$ cat config.mk
export PLATFORM = sky130hd
export DESIGN_NAME = acc_cpu_param
export DESIGN_NICKNAME = d
export VERILOG_FILES = /design/src/rtl/acc_cpu_param.sv
export SDC_FILE = /design/constraint.sdc
export NUM_CORES = 1
export LEC_CHECK = 0
export CAP_MARGIN = 10
export CORE_MARGIN = 1.5
export CORE_UTILIZATION = 30
export CTS_CLUSTER_DIAMETER = 200
export DETAILED_ROUTE_END_ITERATION = 10
export SKIP_LAST_GASP = 1
export SLEW_MARGIN = 20
export SYNTH_ARGS = -nofsm -noshare
export SYNTH_HDL_FRONTEND = slang
export SYNTH_SLANG_ARGS = --single-unit
export TNS_END_PERCENT = 50
$ cat constraint.sdc
create_clock -name clock -period 3.8 [get_ports clock]
set_input_delay 0.76 -clock clock [delete_from_list [all_inputs] [get_ports clock]]
set_output_delay 0.76 -clock clock [all_outputs]
set_load 0.01 [all_outputs]
$ cat src/rtl/acc_cpu_param.sv
// Parameterised accumulator CPU: FETCH/EXEC/HALT sequencer with a single memory port.
// Define ACC_CPU_TRAP_EN to make opcode 1110 trap into HALT and raise the illegal output.
module acc_cpu_param #(
   parameter int DATA_W = 32,
   parameter int ADDR_W = 16
) (
   input  logic              clock,
   input  logic              reset_n,
   input  logic [DATA_W-1:0] data_in,
   input  logic              mem_ready,
   output logic [DATA_W-1:0] data_out,
   output logic [ADDR_W-1:0] address,
   output logic              mem_req,
   output logic              we,
   output logic              halted
`ifdef ACC_CPU_TRAP_EN
   ,
   output logic              illegal
`endif
);

   localparam logic [1:0] S_FETCH = 2'd0;
   localparam logic [1:0] S_EXEC  = 2'd1;
   localparam logic [1:0] S_HALT  = 2'd2;

   localparam logic [3:0] OP_NOP  = 4'h0;
   localparam logic [3:0] OP_ADD  = 4'h1;
   localparam logic [3:0] OP_SHL  = 4'h2;
   localparam logic [3:0] OP_SHR  = 4'h3;
   localparam logic [3:0] OP_LDI  = 4'h4;
   localparam logic [3:0] OP_LD   = 4'h5;
   localparam logic [3:0] OP_OR   = 4'h6;
   localparam logic [3:0] OP_ST   = 4'h7;
   localparam logic [3:0] OP_BR   = 4'h8;
   localparam logic [3:0] OP_AND  = 4'h9;
   localparam logic [3:0] OP_SUB  = 4'hA;
   localparam logic [3:0] OP_BRZ  = 4'hB;
   localparam logic [3:0] OP_BRN  = 4'hC;
   localparam logic [3:0] OP_XOR  = 4'hD;
   localparam logic [3:0] OP_TRAP = 4'hE;
   localparam logic [3:0] OP_HALT = 4'hF;

   localparam logic [DATA_W-1:0] SHIFT_LIMIT = DATA_W'(DATA_W);

   logic [1:0]        state_q, state_d;
   logic [ADDR_W-1:0] pc_q, pc_d;
   logic [DATA_W-1:0] ir_q, ir_d;
   logic [DATA_W-1:0] ac_q, ac_d;
   logic [3:0]        opcode;
   logic [ADDR_W-1:0] operand;
   logic              is_mem_op;
   logic [DATA_W-1:0] mem_result;

   assign opcode  = ir_q[DATA_W-1 -: 4];
   assign operand = ir_q[ADDR_W-1:0];

   generate
      if (DATA_W > ADDR_W + 4) begin : g_ir_pad
         logic unused_ir_mid;
         assign unused_ir_mid = ^ir_q[DATA_W-5:ADDR_W];
      end
   endgenerate

   always_comb begin
      is_mem_op = opcode inside {OP_ADD, OP_SHL, OP_SHR, OP_LD, OP_OR,
                                 OP_ST, OP_AND, OP_SUB, OP_XOR};
   end

   // Oversized shift amounts are clamped explicitly so wide data_in never aliases.
   always_comb begin
      mem_result = ac_q;
      case (opcode)
         OP_ADD:  mem_result = ac_q + data_in;
         OP_SUB:  mem_result = ac_q - data_in;
         OP_SHL:  mem_result = (data_in >= SHIFT_LIMIT) ? '0 : (ac_q << data_in);
         OP_SHR:  mem_result = (data_in >= SHIFT_LIMIT) ? '0 : (ac_q >> data_in);
         OP_LD:   mem_result = data_in;
         OP_OR:   mem_result = ac_q | data_in;
         OP_AND:  mem_result = ac_q & data_in;
         OP_XOR:  mem_result = ac_q ^ data_in;
         default: mem_result = ac_q;
      endcase
   end

`ifdef ACC_CPU_TRAP_EN
   logic illegal_q, illegal_d;
   assign illegal = illegal_q;
`endif

   always_comb begin
      state_d = state_q;
      pc_d    = pc_q;
      ir_d    = ir_q;
      ac_d    = ac_q;
`ifdef ACC_CPU_TRAP_EN
      illegal_d = illegal_q;
`endif
      case (state_q)
         S_FETCH: begin
            if (mem_ready) begin
               ir_d    = data_in;
               pc_d    = pc_q + 1'b1;
               state_d = S_EXEC;
            end
         end
         S_EXEC: begin
            if (is_mem_op) begin
               if (mem_ready) begin
                  ac_d    = mem_result;
                  state_d = S_FETCH;
               end
            end else begin
               state_d = S_FETCH;
               case (opcode)
                  OP_LDI:  ac_d = {{(DATA_W-ADDR_W){1'b0}}, operand};
                  OP_BR:   pc_d = operand;
                  OP_BRZ:  if (ac_q == '0) pc_d = operand;
                  OP_BRN:  if (ac_q[DATA_W-1]) pc_d = operand;
                  OP_HALT: state_d = S_HALT;
                  OP_TRAP: begin
`ifdef ACC_CPU_TRAP_EN
                     state_d   = S_HALT;
                     illegal_d = 1'b1;
`endif
                  end
                  default: state_d = S_FETCH;
               endcase
            end
         end
         S_HALT:  state_d = S_HALT;
         default: state_d = S_FETCH;
      endcase
   end

   always_ff @(posedge clock or negedge reset_n) begin
      if (!reset_n) begin
         state_q <= S_FETCH;
         pc_q    <= '0;
         ir_q    <= '0;
         ac_q    <= '0;
`ifdef ACC_CPU_TRAP_EN
         illegal_q <= 1'b0;
`endif
      end else begin
         state_q <= state_d;
         pc_q    <= pc_d;
         ir_q    <= ir_d;
         ac_q    <= ac_d;
`ifdef ACC_CPU_TRAP_EN
         illegal_q <= illegal_d;
`endif
      end
   end

   assign data_out = ac_q;
   assign address  = (state_q == S_EXEC) ? operand : pc_q;
   assign mem_req  = (state_q == S_FETCH) || ((state_q == S_EXEC) && is_mem_op);
   assign we       = (state_q == S_EXEC) && (opcode == OP_ST);
   assign halted   = (state_q == S_HALT);

endmodule

* Word level (Yosys, flattened, before mapping) *
Cells that the tools add are included.

storage, ports and cells
  logic and storage cells = 67
  register bits = 82
  output and inout bits = 51
  bits of input ports = 35

operators by class
  shift-type cells = 2
  bitwise logic cells = 3
  equality and inequality tests = 24
  order comparisons = 1
  add/subtract/negate cells = 3
  reductions and logical operators = 12
  multiplexer cells = 18

operator list
  operator               number
  $pmux 32 s8            1
  $mux 32                5
  $mux 16                5
  $pmux 16 s3            1
  $add 32x32->32         1
  $and 32x32->32         1
  $ge 32x6->1 const B    1
  $logic_not 32->1       1
  $or 32x32->32          1
  $pmux 16 s2            1
  $shl 32x32->32         1
  $shr 32x32->32         1
  $sub 32x32->32         1
  $xor 32x32->32         1
  $eq 4x4->1 const B     7
  $add 16x1->16 const B  1
  $eq 4x3->1 const B     4
  $ne 3x3->1 const B     3
  $ne 9x1->1 const B     1
  $reduce_bool 9->1      1
  $eq 4x2->1 const B     2
  $mux 2                 4
  $ne 2x2->1 const B     3
  $pmux 2 s3             1
  other kinds (11)       14

* Longest topological paths before layout *
Gate-level depths: netlist of the first run.

  word-level depth = 5
  gate-level depth with buffers = 21
  depth with buffers taken out = 17

* Worst setup path after synthesis of the first run *
No wires, ideal clock.

  path kind = input to register
  start = in data_in[1]
  end = reg ac_q[20] (netlist: data_out[20])
  path buffers = 3
  stages = 19
  required time = 3.706 ns
  setup slack = -0.989 ns
  arrival time = 4.695 ns
  setup time = 0.094 ns
  path through = buf_2 -> buf_2 -> inv_1 -> clkbuf_1 -> ha_1 -> nand3_1 -> nor3_1 -> nor2_1 -> xnor2_1 -> ha_1 -> a41oi_1 -> o21ai_1 -> a221o_1 -> a21o_1 -> a2111oi_2 -> o31ai_1 -> nor2b_1 -> o2111a_1 -> a211oi_1

between the ends
  word-level cells in the longest chain between the ends = 5
  elaborated cells between the ends (all ways) = 10
  those cells by class = add/sub: 2; order compare: 1; shift: 2; mux: 5

RTL lines
  element                              RTL line  RTL
  start, declared                      9         input logic [DATA_W-1:0] data_in,
  $ge 32x6->1 (tied with other cells)  75, 76
  $mux 32 (on tied branches)           76, 75
  $pmux 32 s8 (*)                      72        case (opcode)
  $mux 32 (*)                          108       if (mem_ready) begin
  $mux 32 (*)                          107       if (is_mem_op) begin
  end signal, assigned                 140       ac_q <= '0;
  end signal, assigned                 148       ac_q <= ac_d;
  end, declared                        48        logic [DATA_W-1:0] ac_q, ac_d;

Mark *: on every way between the ends. The rest lies on a longest branch, timed or not. The select of a mux whose other input is x is not followed.
A chain may end at the register's enable or synchronous reset.

* Worst setup path after layout of the first run *
  start = in data_in[20]
  end = reg ac_q[29] (netlist: data_out[29])

Same word-level chain as after synthesis.

==> qor.log, run 1 <==
INFO  status         run_status=complete, but fails checks
INFO  status         violations=negative setup slack
INFO  timing         period_share=101%
INFO  die            initial_core_util=30.7%
INFO  final_layout   areaGrowthSynthToFinish=38.3%
INFO  logic_synthesis synth.distinct_cells=76
INFO  drt            wl_per_cell=23.8um
INFO  pwr            max-vdd-ir-drop=0.367mV
INFO  die            core_area=35800um2
INFO  timing         maxSlewHeadroom=35.3%
INFO  worst_setup_path worstSetupStartpoint=data_in[20]
INFO  cts            cts_tree=done
INFO  flow_run       cap_violations=0
INFO  worst_setup_path worst_setup_path_start_kind=primary input
INFO  worst_setup_path timing.rr.start=ir_q[30]$_DFFE_PN0P_
INFO  pwr            leakagePower=6.46nW
INFO  cts            cts_max_path_buffers=2
INFO  drt            routed-via-count=13100
INFO  drt            vias_per_cell=5.94
INFO  timing         max_clock_freq=262MHz
INFO  logic_synthesis synth_edf_count=0
INFO  worst_setup_path critical_path_required=4020ps
INFO  die            dieWidth=194um
INFO  global_routing initial_antenna_violation_count=0
INFO  timing         worst-slew-pin-transition=969ps
INFO  drt            drt_iter0_markers=1375
INFO  cts            worst_skew_pair.late_latency=360ps
INFO  final_layout   finish.net_count=1877
INFO  global_routing global_route_wire_length_before_repair=79000um
INFO  logic_synthesis ys_async_sr_fraction=100%
INFO  drt            drt_pass1_iterations=6
INFO  global_routing number_of_global_route_vias_before_repair=12600
INFO  placement      place.gp.congestion=0.986
INFO  global_routing gr-usage-all-layers=27.4%
INFO  logic_synthesis synth.ff_latch_count=70
INFO  worst_setup_path setup.worst_path.class=primary input to register
INFO  worst_setup_path worstSetupEndpointType=register
INFO  logic_synthesis yosysWarningCount=0
INFO  die            rows=69
INFO  die            die_area=37800um2
INFO  hold_path      type_of_the_tightest_min_delay_check=primary input to async pin
INFO  drt            drc_errors=0
INFO  final_layout   layout.cells.non_filler=2210
INFO  logic_synthesis syn_area=11000um2
INFO  pwr            power.density_cell_area=825nW/um2
INFO  final_layout   fin_area=15200um2
INFO  placement      place.port_buffers=85
INFO  placement      dpl_worst_slack=-840ps
INFO  final_layout   num_antenna_cells=0
INFO  logic_synthesis mappedNetlistNets=1584
INFO  die            fp.dieH=194um
INFO  final_layout   final_layout_size_suffix_gt1_share=27.6%
INFO  global_routing grt_start_max_net_pins=76
INFO  timing         finalHoldViolCount=0
INFO  worst_setup_path crit_path_max_fanout=4
INFO  logic_synthesis post_synth.cell_area_avg=7.57um2
INFO  placement      dpl_cell_area=14200um2
INFO  cts            numCtsBuffers=9
INFO  placement      post-dp-hpwl=40500um
INFO  die            top_level_ports=86
INFO  timing         final_critical_path_setup_slack=-20.4ps
INFO  logic_synthesis sequential_to_total_area_share_from_yosys_stat=16.0%
INFO  logic_synthesis yosys.area.top_type_share=16.0%
INFO  worst_setup_path worst_ep_arrival_time=4040ps
INFO  logic_synthesis dominantRegCellSynth=sky130_fd_sc_hd__dfrtp_1
INFO  logic_synthesis cells_after_synth=1451
INFO  cts            cts_htree_levels=3
INFO  global_routing globalRouteOverflowTotal=0
INFO  cts            ctsHoldBuffers=0
INFO  final_layout   utilization=42.4%
INFO  placement      dp_cells=2165
INFO  cts            clock_sink_count=70
INFO  logic_synthesis yosys_top_cell_by_area=sky130_fd_sc_hd__dfrtp_1
INFO  timing         final.setup.tns=-20.4ps
INFO  drt            drtAntennaViolNets=0
INFO  timing         grt_setup_unrepaired=true
INFO  timing         setup_violation_total_in_the_final_timing_report=1
INFO  timing         timing.final.crit_period=3820ps
INFO  logic_synthesis synth_top_cells_by_area=sky130_fd_sc_hd__dfrtp_1 16%, sky130_fd_sc_hd__ha_1 11%, sky130_fd_sc_hd__mux4_2 9.2%, sky130_fd_sc_hd__nand2_1 5.9%, sky130_fd_sc_hd__nor2_1 5.6%
INFO  timing         timing.clock.skew=4.85ps
INFO  timing         maxSlewViolCount=0
INFO  cts            ctsRootBufferMaster=sky130_fd_sc_hd__clkbuf_16
INFO  drt            wirelength=52500um
INFO  cts            clkTransAtPathRegs=70ps
[registers in the layout (all words and copies together) (netlist names)]
signal    count
pc_q         16
data_out     32
state_q       2
ir_q         20
[cells in the mapped netlist, types with 10 or more instances]
library cell / instances
sky130_fd_sc_hd__buf_1: 15
sky130_fd_sc_hd__mux2i_1: 33
sky130_fd_sc_hd__a21oi_1: 100
sky130_fd_sc_hd__clkbuf_1: 71
sky130_fd_sc_hd__nor2b_1: 11
sky130_fd_sc_hd__a21o_1: 11
sky130_fd_sc_hd__inv_1: 76
sky130_fd_sc_hd__o21ai_1: 13
sky130_fd_sc_hd__a221oi_1: 23
sky130_fd_sc_hd__nand3_1: 27
sky130_fd_sc_hd__nand2b_1: 16
sky130_fd_sc_hd__o22ai_1: 23
sky130_fd_sc_hd__or3_1: 13
sky130_fd_sc_hd__mux2_2: 24
sky130_fd_sc_hd__mux4_2: 45
sky130_fd_sc_hd__a22oi_1: 25
sky130_fd_sc_hd__o31ai_1: 12
sky130_fd_sc_hd__xor2_1: 10
sky130_fd_sc_hd__o21ai_0: 85
sky130_fd_sc_hd__dfrtp_1: 70
sky130_fd_sc_hd__a211oi_1: 19
sky130_fd_sc_hd__xnor2_1: 44
sky130_fd_sc_hd__ha_1: 97
sky130_fd_sc_hd__o211ai_1: 14
sky130_fd_sc_hd__nor3_1: 46
sky130_fd_sc_hd__o2111ai_1: 14
sky130_fd_sc_hd__a31oi_1: 20
sky130_fd_sc_hd__nand4_1: 12
sky130_fd_sc_hd__nor2_1: 164
sky130_fd_sc_hd__nor4_1: 17
sky130_fd_sc_hd__nand2_1: 174
[cell type report]
type / count / area, um2
clock buffers: 9 / 225
clock inverters: 7 / 106
fillers: 3628 / 20600
inverters: 78 / 303
multi-input cells: 1200 / 8990
flip-flops and latches: 70 / 1750
well taps: 461 / 577
repair buffers: 385 / 3240
[layer usage]
metal | vias up | GRT usage, % | part of all wire [%]
li1 | 5988 | - | -
met1 | 6424 | 38.7 | 44
met2 | 618 | 42.4 | 44
met3 | 90 | 3.77 | 8.1
met4 | 0 | 9.75 | 3.2
met5 | - | 0 | 0
[logic make-up (layout without fill, tap and decap cells)]
family | count (synthesis) | count (layout) | synth area share (%)
adders and majority gates | 98 | 98 | 11.2
DFF | 70 | 70 | 16.0
buffers and inverters | 181 | 479 | 6.63
xor gates and xnor gates | 54 | 54 | 4.31
AOI/OAI and AO/OA | 435 | 435 | 26.1
muxes | 102 | 102 | 14.7
and+or+nand+nor | 511 | 511 | 21.0
[worst max-delay path, stage by stage]
cell and delay (ps):
sky130_fd_sc_hd__clkdlybuf4s50_1 560, sky130_fd_sc_hd__nor4b_4 360, sky130_fd_sc_hd__buf_4 160, sky130_fd_sc_hd__and2_4 160, sky130_fd_sc_hd__and4_1 210, sky130_fd_sc_hd__a21oi_1 80, sky130_fd_sc_hd__xnor2_1 130, sky130_fd_sc_hd__ha_1 330
sky130_fd_sc_hd__a21oi_2 160, sky130_fd_sc_hd__o21a_1 170, sky130_fd_sc_hd__or3b_4 150, sky130_fd_sc_hd__a21oi_4 40, sky130_fd_sc_hd__or4_4 500, sky130_fd_sc_hd__a21oi_4 160, sky130_fd_sc_hd__o22ai_2 80
[metrics by stage]
step	total power, W	hold slack [ps]
global placement	0.0107	491
global route	0.0133	302
floorplan	0.00673	464
finish	0.0125	289
detailed placement	0.0108	499
CTS	0.0121	515
[repair_timing]
item                       in CTS  in global routing
buffers inserted               20                  8
pin swaps                      43                 63
setup endpoints to repair      19                 19
gates resized for setup        70                 65
[report_power, final]
| part | switching, W | internal (W) | leakage, nW | total (W) |
|---|---|---|---|---|
| clock network | 0.000395 | 0.000585 | 0.156 | 0.000980 |
| registers | 0.000815 | 0.00110 | 0.854 | 0.00192 |
| logic | 0.00514 | 0.00449 | 5.45 | 0.00963 |
| total | 0.00635 | 0.00618 | 6.46 | 0.0125 |
[cell usage in the layout (no fill, tap or decap), types with 22 or more instances in the layout]
master,netlist,final
sky130_fd_sc_hd__a221oi_1,23,22
sky130_fd_sc_hd__a22oi_1,25,25
sky130_fd_sc_hd__mux2i_1,33,33
sky130_fd_sc_hd__mux2_2,24,24
sky130_fd_sc_hd__o21ai_0,85,80
sky130_fd_sc_hd__nand3_1,27,25
sky130_fd_sc_hd__buf_6,2,22
sky130_fd_sc_hd__mux4_2,45,45
sky130_fd_sc_hd__inv_1,76,74
sky130_fd_sc_hd__nand2_1,174,171
sky130_fd_sc_hd__xnor2_1,44,41
sky130_fd_sc_hd__nor3_1,46,43
sky130_fd_sc_hd__buf_4,6,279
sky130_fd_sc_hd__a21oi_1,100,88
sky130_fd_sc_hd__dfrtp_1,70,70
sky130_fd_sc_hd__ha_1,97,96
sky130_fd_sc_hd__nor2_1,164,151
sky130_fd_sc_hd__clkdlybuf4s50_1,0,67
[final timing paths]
path | end | slack [ps] | cells past startpoint
min in group clock | ir_q[1]$_DFFE_PN0P_ | 510 | 1
max reg2reg | data_out[28]$_DFFE_PN0P_ | 30 | 18
max | data_out[29]$_DFFE_PN0P_ | -20 | 15
min | ir_q[0]$_DFFE_PN0P_ | 290 | 1
max in group asynchronous | data_out[22]$_DFFE_PN0P_ | 2910 | 2
min reg2reg | ir_q[1]$_DFFE_PN0P_ | 510 | 1
Note: power is estimated with default switching activity, not from simulation.
==> inputs of run 2 (changes only) <==
--- a/config.mk
+++ b/config.mk
@@ -6,10 +6,14 @@
 export NUM_CORES = 1
 export LEC_CHECK = 0
 export CAP_MARGIN = 10
+export CELL_PAD_IN_SITES_DETAIL_PLACEMENT = 2
+export CELL_PAD_IN_SITES_GLOBAL_PLACEMENT = 2
 export CORE_MARGIN = 1.5
 export CORE_UTILIZATION = 30
 export CTS_CLUSTER_DIAMETER = 200
 export DETAILED_ROUTE_END_ITERATION = 10
+export MAX_ROUTING_LAYER = met4
+export PLACE_DENSITY_LB_ADDON = 0.1
 export SKIP_LAST_GASP = 1
 export SLEW_MARGIN = 20
 export SYNTH_ARGS = -nofsm -noshare
==> qor.log, run 2 (same netlist as run 1, synthesis figures left out) <==
INFO  pwr            power_report.internal_total=0.00677W
INFO  timing         setup_violation_total_in_the_final_timing_report=16
INFO  worst_setup_path critical_path_required=4000ps
INFO  final_layout   fin_area=15800um2
INFO  hold_path      type_of_the_tightest_min_delay_check=primary input to async pin
INFO  worst_setup_path worst_setup_path_start_kind=primary input
INFO  final_layout   num_antenna_cells=0
INFO  placement      dp_cells=2206
INFO  pwr            power.density_cell_area=896nW/um2
INFO  placement      dpl_cell_area=14500um2
INFO  worst_setup_path worst_ep_arrival_time=4310ps
INFO  die            rows=69
INFO  timing         maxSlewViolCount=0
INFO  timing         timing.final.crit_period=4110ps
INFO  cts            cts_htree_levels=3
INFO  final_layout   layout.cells.non_filler=2268
INFO  cts            ctsRootBufferMaster=sky130_fd_sc_hd__clkbuf_16
INFO  cts            cts_tree=done
INFO  cts            worst_skew_pair.late_latency=370ps
INFO  status         violations=negative setup slack
INFO  die            fp.dieH=194um
INFO  pwr            total_switching_power=0.00742W
INFO  global_routing initial_antenna_violation_count=0
INFO  die            top_level_ports=86
INFO  worst_setup_path setup.worst_path.class=primary input to register
INFO  placement      post-dp-hpwl=49900um
INFO  status         run_status=complete, but fails checks
INFO  worst_setup_path crit_path_max_fanout=3
INFO  global_routing gr-usage-all-layers=35.6%
INFO  timing         period_share=108%
INFO  drt            wirelength=69300um
INFO  final_layout   nFillCells=4044
INFO  die            initial_core_util=30.7%
INFO  die            dieWidth=194um
INFO  final_layout   final_layout_size_suffix_gt1_share=32.0%
INFO  worst_setup_path worstSetupStartpoint=data_in[16]
INFO  placement      place.gp.congestion=0.976
INFO  pwr            leakagePower=6.79nW
INFO  pwr            post-layout-total-power=0.0142W
INFO  timing         worst-slew-pin-transition=1230ps
INFO  pwr            power.sequential.fraction=13.5%
INFO  worst_setup_path timing.rr.start=ir_q[31]$_DFFE_PN0P_
INFO  flow_run       cap_violations=0
INFO  cts            clock_sink_count=70
INFO  cts            numCtsBuffers=9
INFO  global_routing globalRouteOverflowTotal=0
INFO  timing         grt_setup_unrepaired=true
INFO  pwr            max-vdd-ir-drop=0.533mV
INFO  timing         final_critical_path_setup_slack=-308ps
INFO  drt            drtAntennaViolNets=0
INFO  drt            wl_per_cell=30.5um
INFO  final_layout   finish.net_count=1935
INFO  final_layout   register_area=1760um2
INFO  final_layout   areaGrowthSynthToFinish=44.2%
INFO  pwr            power_switching_share=52.3%
INFO  final_layout   largest_reg_flops=32
INFO  drt            drc_errors=0
INFO  global_routing number_of_global_route_vias_before_repair=14700
INFO  placement      place.port_buffers=85
INFO  global_routing grt_start_max_net_pins=77
INFO  final_layout   multi_input_area=9190um2
INFO  timing         max_clock_freq=243MHz
INFO  cts            cts_max_path_buffers=2
INFO  drt            drt_iter0_markers=1126
INFO  timing         finalHoldViolCount=0
INFO  drt            routed-via-count=14000
INFO  drt            vias_per_cell=6.16
INFO  drt            drt_pass1_iterations=5
INFO  pwr            clock_network_power_share=6.9%
INFO  die            core_area=35800um2
INFO  global_routing global_route_wire_length_before_repair=97500um
INFO  pwr            power.combinational.fraction=79.5%
INFO  timing         timing.clock.skew=13.5ps
INFO  die            die_area=37800um2
INFO  final_layout   layout.cells.most_common=sky130_fd_sc_hd__buf_4
INFO  timing         maxSlewHeadroom=18.3%
INFO  placement      dpl_worst_slack=-1010ps
INFO  cts            ctsHoldBuffers=0
INFO  final_layout   most-common-layout-cells=333 x sky130_fd_sc_hd__buf_4, 169 x sky130_fd_sc_hd__nand2_1, 150 x sky130_fd_sc_hd__nor2_1
INFO  cts            clkTransAtPathRegs=70ps
INFO  worst_setup_path worstSetupEndpointType=register
## run 2: changes by cell type in the layout (fill, tap and decap cells not counted), moves of 4 or more
cell,delta
sky130_fd_sc_hd__ha_1,-8
sky130_fd_sc_hd__a21oi_2,+5
sky130_fd_sc_hd__nor2_4,+4
sky130_fd_sc_hd__ha_2,+7
sky130_fd_sc_hd__a21oi_1,-4
sky130_fd_sc_hd__buf_4,+54
## run 2: area by class of cell
| class | instances | share of cell area [%] |
|---|---|---|
| Sequential cell | 70 | 11.1 |
| Timing Repair Buffer | 443 | 23.2 |
| Inverter | 78 | 1.97 |
| Tap cell | 461 | 3.64 |
| Multi-Input combinational cell | 1200 | 58.0 |
| Clock inverter | 5 | 0.521 |
| Clock buffer | 11 | 1.53 |
## run 2: final timing paths
kind,endpoint,slack (ps),cells after the start
max in group asynchronous,data_out[4]$_DFFE_PN0P_,2820,1
max reg2reg,data_out[28]$_DFFE_PN0P_,-80,18
max,data_out[27]$_DFFE_PN0P_,-310,16
min,data_out[25]$_DFFE_PN0P_,430,1
min reg2reg,ir_q[1]$_DFFE_PN0P_,510,1
min in group clock,ir_q[1]$_DFFE_PN0P_,510,1
## run 2: through the flow
step                setup TNS [ps]  util (%)  hold WS (ps)
global placement            -15970      40.4           491
global route                 -4070      44.2           488
floorplan                    -3550         -           464
CTS                           -658      42.4           511
finish                       -2440      44.2           434
detailed placement          -17910      40.4           497
## run 2: power by group through the flow
stage               logic [W]  clock network [W]  registers, W
floorplan             0.00509                  0       0.00164
global placement      0.00946                  0       0.00184
detailed placement    0.00977                  0       0.00186
CTS                    0.0102           0.000999       0.00186
global route           0.0120            0.00102       0.00196
finish                 0.0113           0.000985       0.00192
## run 2: metal layers
metal  share of wire (%)  vias up  GRT usage [%]
met5                   0        -              -
met4                 4.0        0           11.5
met3                 6.4      143           7.67
met2                  47      510           57.7
met1                  42     7235           44.1
li1                    -     6072              -
## run 2: what timing repair did
item	in CTS	in global routing
setup endpoints to repair	22	20
resized for setup	96	108
pin swaps	47	90
gates cloned	0	0
buffers inserted	15	38
## run 2: critical path, stage by stage
cell and delay (ps):
sky130_fd_sc_hd__buf_6 90, sky130_fd_sc_hd__or4_4 560, sky130_fd_sc_hd__nor4b_4 390, sky130_fd_sc_hd__buf_4 190, sky130_fd_sc_hd__and2_4 140, sky130_fd_sc_hd__and4_4 230, sky130_fd_sc_hd__a21oi_2 70, sky130_fd_sc_hd__xnor2_1 230
sky130_fd_sc_hd__ha_2 360, sky130_fd_sc_hd__a21oi_2 180, sky130_fd_sc_hd__and3_4 250, sky130_fd_sc_hd__buf_4 130, sky130_fd_sc_hd__a211oi_2 60, sky130_fd_sc_hd__or3_1 400, sky130_fd_sc_hd__a21oi_2 180, sky130_fd_sc_hd__o32ai_2 100
